--- src/rtl/serial_pattern_tx_pkg.sv ---
// -----------------------------------------------------------------------------
// serial_pattern_pkg
// Shared types and helpers for the serial pattern transmitter.
//   tx_state_e : FSM state encoding (IDLE, SHIFT, GAP)
//   clamp_len  : limits a requested bit count to the pattern width
// -----------------------------------------------------------------------------
package serial_pattern_pkg;

   typedef enum logic [1:0] {
      ST_IDLE  = 2'd0,
      ST_SHIFT = 2'd1,
      ST_GAP   = 2'd2
   } tx_state_e;

   // Requests longer than the register are treated as a full-width pattern.
   function automatic logic [31:0] clamp_len(input logic [31:0] len,
                                             input logic [31:0] max_len);
      logic [31:0] res;
      if (len > max_len) begin
         res = max_len;
      end else begin
         res = len;
      end
      return res;
   endfunction

endpackage

--- src/rtl/serial_pattern_tx_if.sv ---
// -----------------------------------------------------------------------------
// serial_pattern_if
// Load handshake and serial output bundle of serial_pattern_tx.
//   load_valid/load_ready : pattern request handshake
//   load_data/load_len    : pattern word and bit count (sampled on transfer)
//   dout/dout_valid       : serial bit stream, MSB of the pattern first
//   busy/done             : activity flag and end-of-pattern pulse
// master = pattern source, slave = transmitter.
// -----------------------------------------------------------------------------
interface serial_pattern_if #(
   parameter int WIDTH = 8,
   parameter int LW    = $clog2(WIDTH + 1)
);
   logic             load_valid;
   logic             load_ready;
   logic [WIDTH-1:0] load_data;
   logic [LW-1:0]    load_len;
   logic             dout;
   logic             dout_valid;
   logic             busy;
   logic             done;

   modport master (
      output load_valid, load_data, load_len,
      input  load_ready, dout, dout_valid, busy, done
   );

   modport slave (
      input  load_valid, load_data, load_len,
      output load_ready, dout, dout_valid, busy, done
   );
endinterface

--- src/rtl/serial_pattern_tx_shift_reg.sv ---
// -----------------------------------------------------------------------------
// tx_shift_reg
// Left-shift register with parallel load plus a remaining-bit down-counter.
//   clock, reset : rising-edge clock, asynchronous active-low reset
//   load         : capture load_data[load_len-1:0] left-aligned, count = load_len
//   shift        : shift left by one, count down (saturates at zero)
//   first_bit    : MSB the register would hold if loaded this cycle
//   next_bit     : MSB the register will hold after the next shift
//   bit_cnt      : bits still to be sent, including the one on the line
// -----------------------------------------------------------------------------
module tx_shift_reg #(
   parameter int WIDTH = 8,
   parameter int LW    = $clog2(WIDTH + 1)
) (
   input  logic             clock,
   input  logic             reset,
   input  logic             load,
   input  logic             shift,
   input  logic [WIDTH-1:0] load_data,
   input  logic [LW-1:0]    load_len,
   output logic             first_bit,
   output logic             next_bit,
   output logic [LW-1:0]    bit_cnt
);

   logic [WIDTH-1:0] sreg_r;
   logic [LW-1:0]    cnt_r;
   logic [WIDTH-1:0] aligned_s;
   logic [WIDTH-1:0] shifted_s;
   logic [LW-1:0]    lsh_s;

   // Left-align the requested bits so bit load_len-1 lands on the MSB;
   // a zero length shifts everything out and loads all zeros.
   always_comb begin
      lsh_s     = LW'(WIDTH) - load_len;
      aligned_s = load_data << lsh_s;
      shifted_s = sreg_r << 1'b1;
   end

   // Shift register and remaining-bit counter.
   always_ff @(posedge clock or negedge reset) begin
      if (!reset) begin
         sreg_r <= {WIDTH{1'b0}};
         cnt_r  <= {LW{1'b0}};
      end else if (load) begin
         sreg_r <= aligned_s;
         cnt_r  <= load_len;
      end else if (shift) begin
         sreg_r <= shifted_s;
         cnt_r  <= (cnt_r != {LW{1'b0}}) ? (cnt_r - LW'(1)) : cnt_r;
      end else begin
         sreg_r <= sreg_r;
         cnt_r  <= cnt_r;
      end
   end

   assign first_bit = aligned_s[WIDTH-1];
   assign next_bit  = shifted_s[WIDTH-1];
   assign bit_cnt   = cnt_r;

endmodule

--- src/rtl/serial_pattern_tx.sv ---
// -----------------------------------------------------------------------------
// serial_pattern_tx
// Parallel-to-serial pattern transmitter. A word and bit count accepted over
// the load handshake are sent MSB-first, one bit per clock, followed by
// IDLE_GAP low idle cycles. done pulses once per accepted pattern.
//   clock : rising-edge clock
//   reset : asynchronous, active-low reset
//   sp    : serial_pattern_if slave (handshake, serial output, status)
// All outputs except load_ready are registered; load_ready is only high in
// IDLE while reset is released.
// -----------------------------------------------------------------------------
module serial_pattern_tx
   import serial_pattern_pkg::*;
#(
   parameter int WIDTH    = 8,
   parameter int IDLE_GAP = 1
) (
   input  logic            clock,
   input  logic            reset,
   serial_pattern_if.slave sp
);

   localparam int LW = $clog2(WIDTH + 1);
   // Gap counter holds IDLE_GAP-1 down to 0.
   localparam int GW = (IDLE_GAP > 1) ? $clog2(IDLE_GAP) : 1;
   localparam logic [GW-1:0] GAP_LOAD = (IDLE_GAP > 0) ? GW'(IDLE_GAP - 1) : {GW{1'b0}};

   tx_state_e     state_r;
   tx_state_e     state_nxt_s;
   logic [GW-1:0] gap_cnt_r;
   logic [GW-1:0] gap_nxt_s;
   logic          dout_r;
   logic          dout_nxt_s;
   logic          dv_r;
   logic          dv_nxt_s;
   logic          busy_r;
   logic          busy_nxt_s;
   logic          done_r;
   logic          done_nxt_s;

   logic          load_ready_s;
   logic          xfer_s;
   logic          load_s;
   logic          shift_s;
   logic [LW-1:0] len_c_s;
   logic          first_bit_s;
   logic          next_bit_s;
   logic [LW-1:0] bit_cnt_s;

   assign load_ready_s = (state_r == ST_IDLE) & reset;
   assign xfer_s       = sp.load_valid & load_ready_s;
   assign len_c_s      = LW'(clamp_len(32'(sp.load_len), 32'(WIDTH)));

   tx_shift_reg #(
      .WIDTH (WIDTH),
      .LW    (LW)
   ) u_shift (
      .clock     (clock),
      .reset     (reset),
      .load      (load_s),
      .shift     (shift_s),
      .load_data (sp.load_data),
      .load_len  (len_c_s),
      .first_bit (first_bit_s),
      .next_bit  (next_bit_s),
      .bit_cnt   (bit_cnt_s)
   );

   // Next-state and next-output logic. Outputs are computed one cycle ahead so
   // the registered dout shows the first bit the cycle after the transfer.
   always_comb begin
      state_nxt_s = state_r;
      gap_nxt_s   = gap_cnt_r;
      dout_nxt_s  = 1'b0;
      dv_nxt_s    = 1'b0;
      done_nxt_s  = 1'b0;
      load_s      = 1'b0;
      shift_s     = 1'b0;
      case (state_r)
         ST_IDLE: begin
            if (xfer_s) begin
               load_s = 1'b1;
               if (len_c_s != {LW{1'b0}}) begin
                  state_nxt_s = ST_SHIFT;
                  dout_nxt_s  = first_bit_s;
                  dv_nxt_s    = 1'b1;
               end else begin
                  // Empty pattern: nothing on the line, only the done pulse.
                  done_nxt_s = 1'b1;
                  if (IDLE_GAP > 0) begin
                     state_nxt_s = ST_GAP;
                     gap_nxt_s   = GAP_LOAD;
                  end else begin
                     state_nxt_s = ST_IDLE;
                  end
               end
            end else begin
               state_nxt_s = ST_IDLE;
            end
         end
         ST_SHIFT: begin
            shift_s = 1'b1;
            // bit_cnt counts the bit currently on dout; more than one left
            // means another bit follows.
            if (bit_cnt_s > LW'(1)) begin
               dout_nxt_s = next_bit_s;
               dv_nxt_s   = 1'b1;
            end else begin
               done_nxt_s = 1'b1;
               if (IDLE_GAP > 0) begin
                  state_nxt_s = ST_GAP;
                  gap_nxt_s   = GAP_LOAD;
               end else begin
                  state_nxt_s = ST_IDLE;
               end
            end
         end
         ST_GAP: begin
            if (gap_cnt_r == {GW{1'b0}}) begin
               state_nxt_s = ST_IDLE;
            end else begin
               gap_nxt_s = gap_cnt_r - GW'(1);
            end
         end
         default: begin
            state_nxt_s = ST_IDLE;
            gap_nxt_s   = {GW{1'b0}};
         end
      endcase
      busy_nxt_s = (state_nxt_s != ST_IDLE);
   end

   // State, gap counter and registered outputs.
   always_ff @(posedge clock or negedge reset) begin
      if (!reset) begin
         state_r   <= ST_IDLE;
         gap_cnt_r <= {GW{1'b0}};
         dout_r    <= 1'b0;
         dv_r      <= 1'b0;
         busy_r    <= 1'b0;
         done_r    <= 1'b0;
      end else begin
         state_r   <= state_nxt_s;
         gap_cnt_r <= gap_nxt_s;
         dout_r    <= dout_nxt_s;
         dv_r      <= dv_nxt_s;
         busy_r    <= busy_nxt_s;
         done_r    <= done_nxt_s;
      end
   end

   assign sp.load_ready = load_ready_s;
   assign sp.dout       = dout_r;
   assign sp.dout_valid = dv_r;
   assign sp.busy       = busy_r;
   assign sp.done       = done_r;

endmodule
--- src/flat_wrapper.sv ---
// flat-port wrapper written by rule: the top's interface ports become plain ports
module serial_pattern_tx_flat import serial_pattern_pkg::*;
#(
   parameter int WIDTH    = 8,
   parameter int IDLE_GAP = 1
)
  (clock, reset, sp_load_valid, sp_load_data, sp_load_len, sp_load_ready, sp_dout, sp_dout_valid, sp_busy, sp_done);
  serial_pattern_if #(.WIDTH(WIDTH)) sp_i ();
  input  logic clock;
  input  logic reset;
  input wire logic [$bits(sp_i.load_valid)-1:0] sp_load_valid;
  input wire logic [$bits(sp_i.load_data)-1:0] sp_load_data;
  input wire logic [$bits(sp_i.load_len)-1:0] sp_load_len;
  output wire logic [$bits(sp_i.load_ready)-1:0] sp_load_ready;
  output wire logic [$bits(sp_i.dout)-1:0] sp_dout;
  output wire logic [$bits(sp_i.dout_valid)-1:0] sp_dout_valid;
  output wire logic [$bits(sp_i.busy)-1:0] sp_busy;
  output wire logic [$bits(sp_i.done)-1:0] sp_done;
  assign sp_i.load_valid = sp_load_valid;
  assign sp_i.load_data = sp_load_data;
  assign sp_i.load_len = sp_load_len;
  assign sp_load_ready = sp_i.load_ready;
  assign sp_dout = sp_i.dout;
  assign sp_dout_valid = sp_i.dout_valid;
  assign sp_busy = sp_i.busy;
  assign sp_done = sp_i.done;
  serial_pattern_tx #(.WIDTH(WIDTH), .IDLE_GAP(IDLE_GAP)) u_core (.clock(clock), .reset(reset), .sp(sp_i));
endmodule
--- config.mk ---
export PLATFORM = sky130hd
export DESIGN_NAME = serial_pattern_tx_flat
export DESIGN_NICKNAME = d
export VERILOG_FILES = /design/src/rtl/serial_pattern_tx_pkg.sv /design/src/rtl/serial_pattern_tx_if.sv /design/src/rtl/serial_pattern_tx_shift_reg.sv /design/src/rtl/serial_pattern_tx.sv /design/src/flat_wrapper.sv
export SDC_FILE = /design/constraint.sdc
export NUM_CORES = 1
export LEC_CHECK = 0
export CAP_MARGIN = 20
export CORE_UTILIZATION = 53
export CTS_CLUSTER_DIAMETER = 200
export DETAILED_ROUTE_END_ITERATION = 10
export HOLD_SLACK_MARGIN = 0.05
export PLACE_DENSITY = 0.82
export SYNTH_ARGS = -nofsm -noshare
export SYNTH_HDL_FRONTEND = slang
export SYNTH_HIERARCHICAL = 1
export SYNTH_SLANG_ARGS = --single-unit
export TNS_END_PERCENT = 10
--- constraint.sdc ---
create_clock -name clock -period 2.4 [get_ports clock]
set_clock_uncertainty 0.2 [all_clocks]
set_input_delay 0.48 -clock clock [delete_from_list [all_inputs] [get_ports clock]]
set_output_delay 0.48 -clock clock [all_outputs]
set_load 0.01 [all_outputs]
==> metrics.md <==
| Metric | Value |
|---|---|
| Startpoint Class | input port |
| Worst R2R Path Depth | 7 |
| Layout cell share with drive strength beyond 1 | 24.40% |
| Top Ports | 20 |
| Worst Setup End Kind | flop |
| Commonest cells after routing, fill and taps aside | 18 x buf_4, 17 x clkdlybuf4s50_1, 17 x dfrtp_1 |
| RePlAce Congestion | 0.8792 |
| Reg-to-Reg Start | u_core/state_r[0] |
| Post-synth EDFFs | 0 |
| WL final | 2678 µm |
| Post-route cell area | 1637 µm² |
| Core area | 2212 µm² |
| Relative slew slack | 67.29% |
| Critical path arrival | 2.36 ns |
| Fin cells | 196 |
| Hold Violations, Final | 0 |
| Crit Path Max Fanout | 5 |
| Worst-Margin Slew | 0.4853 ns |
| Worst-path clk slew | 0.11 ns |
| Chip width | 50.37 µm |
| GRT Residual Overflow | 0 |
| GRT Resource Usage Total | 24.84% |
| CTS Sinks | 17 |
| First-pass GRT wire length | 4685 µm |
| VDD IR max | 570.5 µV |
| Distinct cell type count after synthesis | 44 |
| Hold path cells | 2 |
| First drt pass iteration count | 4 |
| I/O Buffers | 19 |
| Clock tree buffer depth | 2 |
| TNS Setup | 0 ns |
| Clock Latency Late Sink | 0.28 ns |
| RSZ-0062 raised after global routing | no |
| Largest net degree at the start of global routing | 19 |
| Area of placed instances | 1602 µm² |
| Die area | 2537 µm² |
| Max Cap Violations | 0 |
| FF-to-FF setup slack | 0.47 ns |
| H-tree depth | 1 |
| Routed vias/inst | 5.668 |
| Hold endpoint | u_core/sp.dout |
| Final worst-path cycle share | 96.82% |
| CTS root buf | clkbuf_4 |
| DP HPWL | 2209 µm |
| Async SR Flop Fraction | 100.0% |
| Fmax achieved | 430.3 MHz |
| # diodes | 0 |
| Status | finished clean |
| Final setup fails | 0 |
| Worst hold-check path type | reg -> reg |
| Mapped Cells | 134 |
| Initial antenna violation count | 0 |
| Number of vias in the routed layout | 1111 |
| Fin util | 73.98% |
| CTS buffer count | 3 |
| Average cell area after synthesis | 9.253 µm² |
| CTS tree | done |
| Worst Min Path Start | u_core/u_shift/sreg_r[6] |
| Reg-to-reg endpoint | u_core/u_shift/sreg_r[3] |
| Tmin final | 2.324 ns |
| Initial core utilization | 56.05% |
| Power Dens Cells | 831.0 nW/µm² |
| Max Slew Vio Count | 0 |
| WL per Instance | 13.66 µm |
| Synth Net Count | 152 |
| Cells after DPL | 192 |
| Ys Warns | 6 |
| Leakage | 0.7564 nW |
| Pre-CTS WS | -0.3316 ns |
| DR DRC count | 0 |
| Ys flop type | dfrtp_1 |
| Post-DRT Antenna Nets | 0 |
| Critical path class | in -> reg |
| WP data required | 2.43 ns |
| Worst Slack Setup Final | 0.07630 ns |
| Area grow syn2layout | 31.99% |
| Yosys reg bits | 17 |
| Site Rows | 17 |
| Most common cell after layout, fill and taps aside | buf_4 |
| Die height | 50.37 µm |
| # hold bufs at CTS | 0 |
| Register area share after synthesis | 34.31% |
| Vias in the first global route | 1125 |
| DRT iter0 DRCs | 26 |
| Layout net count | 187 |
| Mapped cell area | 1240 µm² |
-- power breakdown --
part | internal [W] | total [W] | switching, W
combinational | 0.000356 | 0.000725 | 0.000369
clock | 0.0000618 | 0.000151 | 0.0000889
sequential | 0.000415 | 0.000484 | 0.0000685
-- worst max-delay path by stage --
stage | cells after the start | slack (ns) | start | endpoint
after CTS | 3 | 0.02 | reset | sp_load_ready
after floorplan | 9 | -0.003 | sp_load_len[3] | u_core/u_shift/sreg_r[6]
after global routing | 8 | 0.006 | sp_load_len[0] | u_core/sp.dout
after global placement | 7 | -0.26 | sp_load_len[3] | u_core/u_shift/sreg_r[6]
after detailed placement | 8 | -0.33 | sp_load_len[3] | u_core/u_shift/sreg_r[6]
final | 8 | 0.08 | sp_load_len[0] | u_core/u_shift/sreg_r[6]
-- sequential cells by signal (all words and copies together), names as in the netlist --
signal	count
u_core/u_shift/sreg_r	7
u_core/u_shift/bit_cnt	4
u_core/state_r	2
u_core/sp.busy	1
u_core/sp.done	1
u_core/sp.dout	1
u_core/sp.dout_valid	1
-- kinds of logic (layout without fill, tap and decap cells) --
| kind of cell | after synthesis | in the layout | synth area share (%) |
|---|---|---|---|
| buffers and inverters | 21 | 55 | 7.669 |
| muxes | 17 | 17 | 17.46 |
| xor gates and xnor gates | 2 | 2 | 1.413 |
| AOI/OAI and AO/OA | 35 | 35 | 18.17 |
| and+or+nand+nor | 39 | 39 | 17.96 |
| adders and majority gates | 3 | 3 | 3.028 |
| DFF | 17 | 17 | 34.31 |
-- through the flow --
step,hold slack (ns),total power (W)
floorplan,-0.01559,0.0009697
global placement,0.2842,0.001168
detailed placement,0.2970,0.001209
CTS,0.3213,0.001359
global route,0.3393,0.001482
finish,0.3205,0.001360
-- cell type report --
| class | instances | area, µm² |
|---|---|---|
| repair buffers | 38 | 346.6 |
| clock inverters | 1 | 5.005 |
| fillers | 159 | 575.6 |
| clock buffers | 3 | 22.52 |
| flip-flops and latches | 17 | 425.4 |
| multi-input cells | 96 | 750.7 |
| well taps | 28 | 35.03 |
| inverters | 13 | 51.30 |
-- per-layer routing --
layer	wire [µm]	track usage [%]
met5	0	0
met4	51	9.259
met3	131	3.030
met2	1348	44.22
met1	1148	30.43
-- synthesized netlist by cell type, types with 4 or more instances --
master	n	area, µm²
o22ai_1	5	31.28
inv_1	13	48.80
a21oi_1	15	75.07
nor3_1	4	20.02
mux2i_1	12	120.1
nand2_1	11	41.29
o21ai_0	4	20.02
dfrtp_1	17	425.4
nor2_1	5	18.77
-- critical path: stages --
cell and delay, ns:
clkdlybuf4s50_1 0.48, and2b_2 0.22, inv_4 0.05, ha_4 0.17, xor2_2 0.17, mux4_2 0.51, nor2b_1 0.12, o22a_1 0.15
-- repair_timing --
item	4_1_cts	5_1_grt
setup endpoints to repair	1	2
gates cloned	0	0
resized for setup	2	2
pin swaps	2	1
setup buffers	0	0
Power figures use the tool's default switching activity.
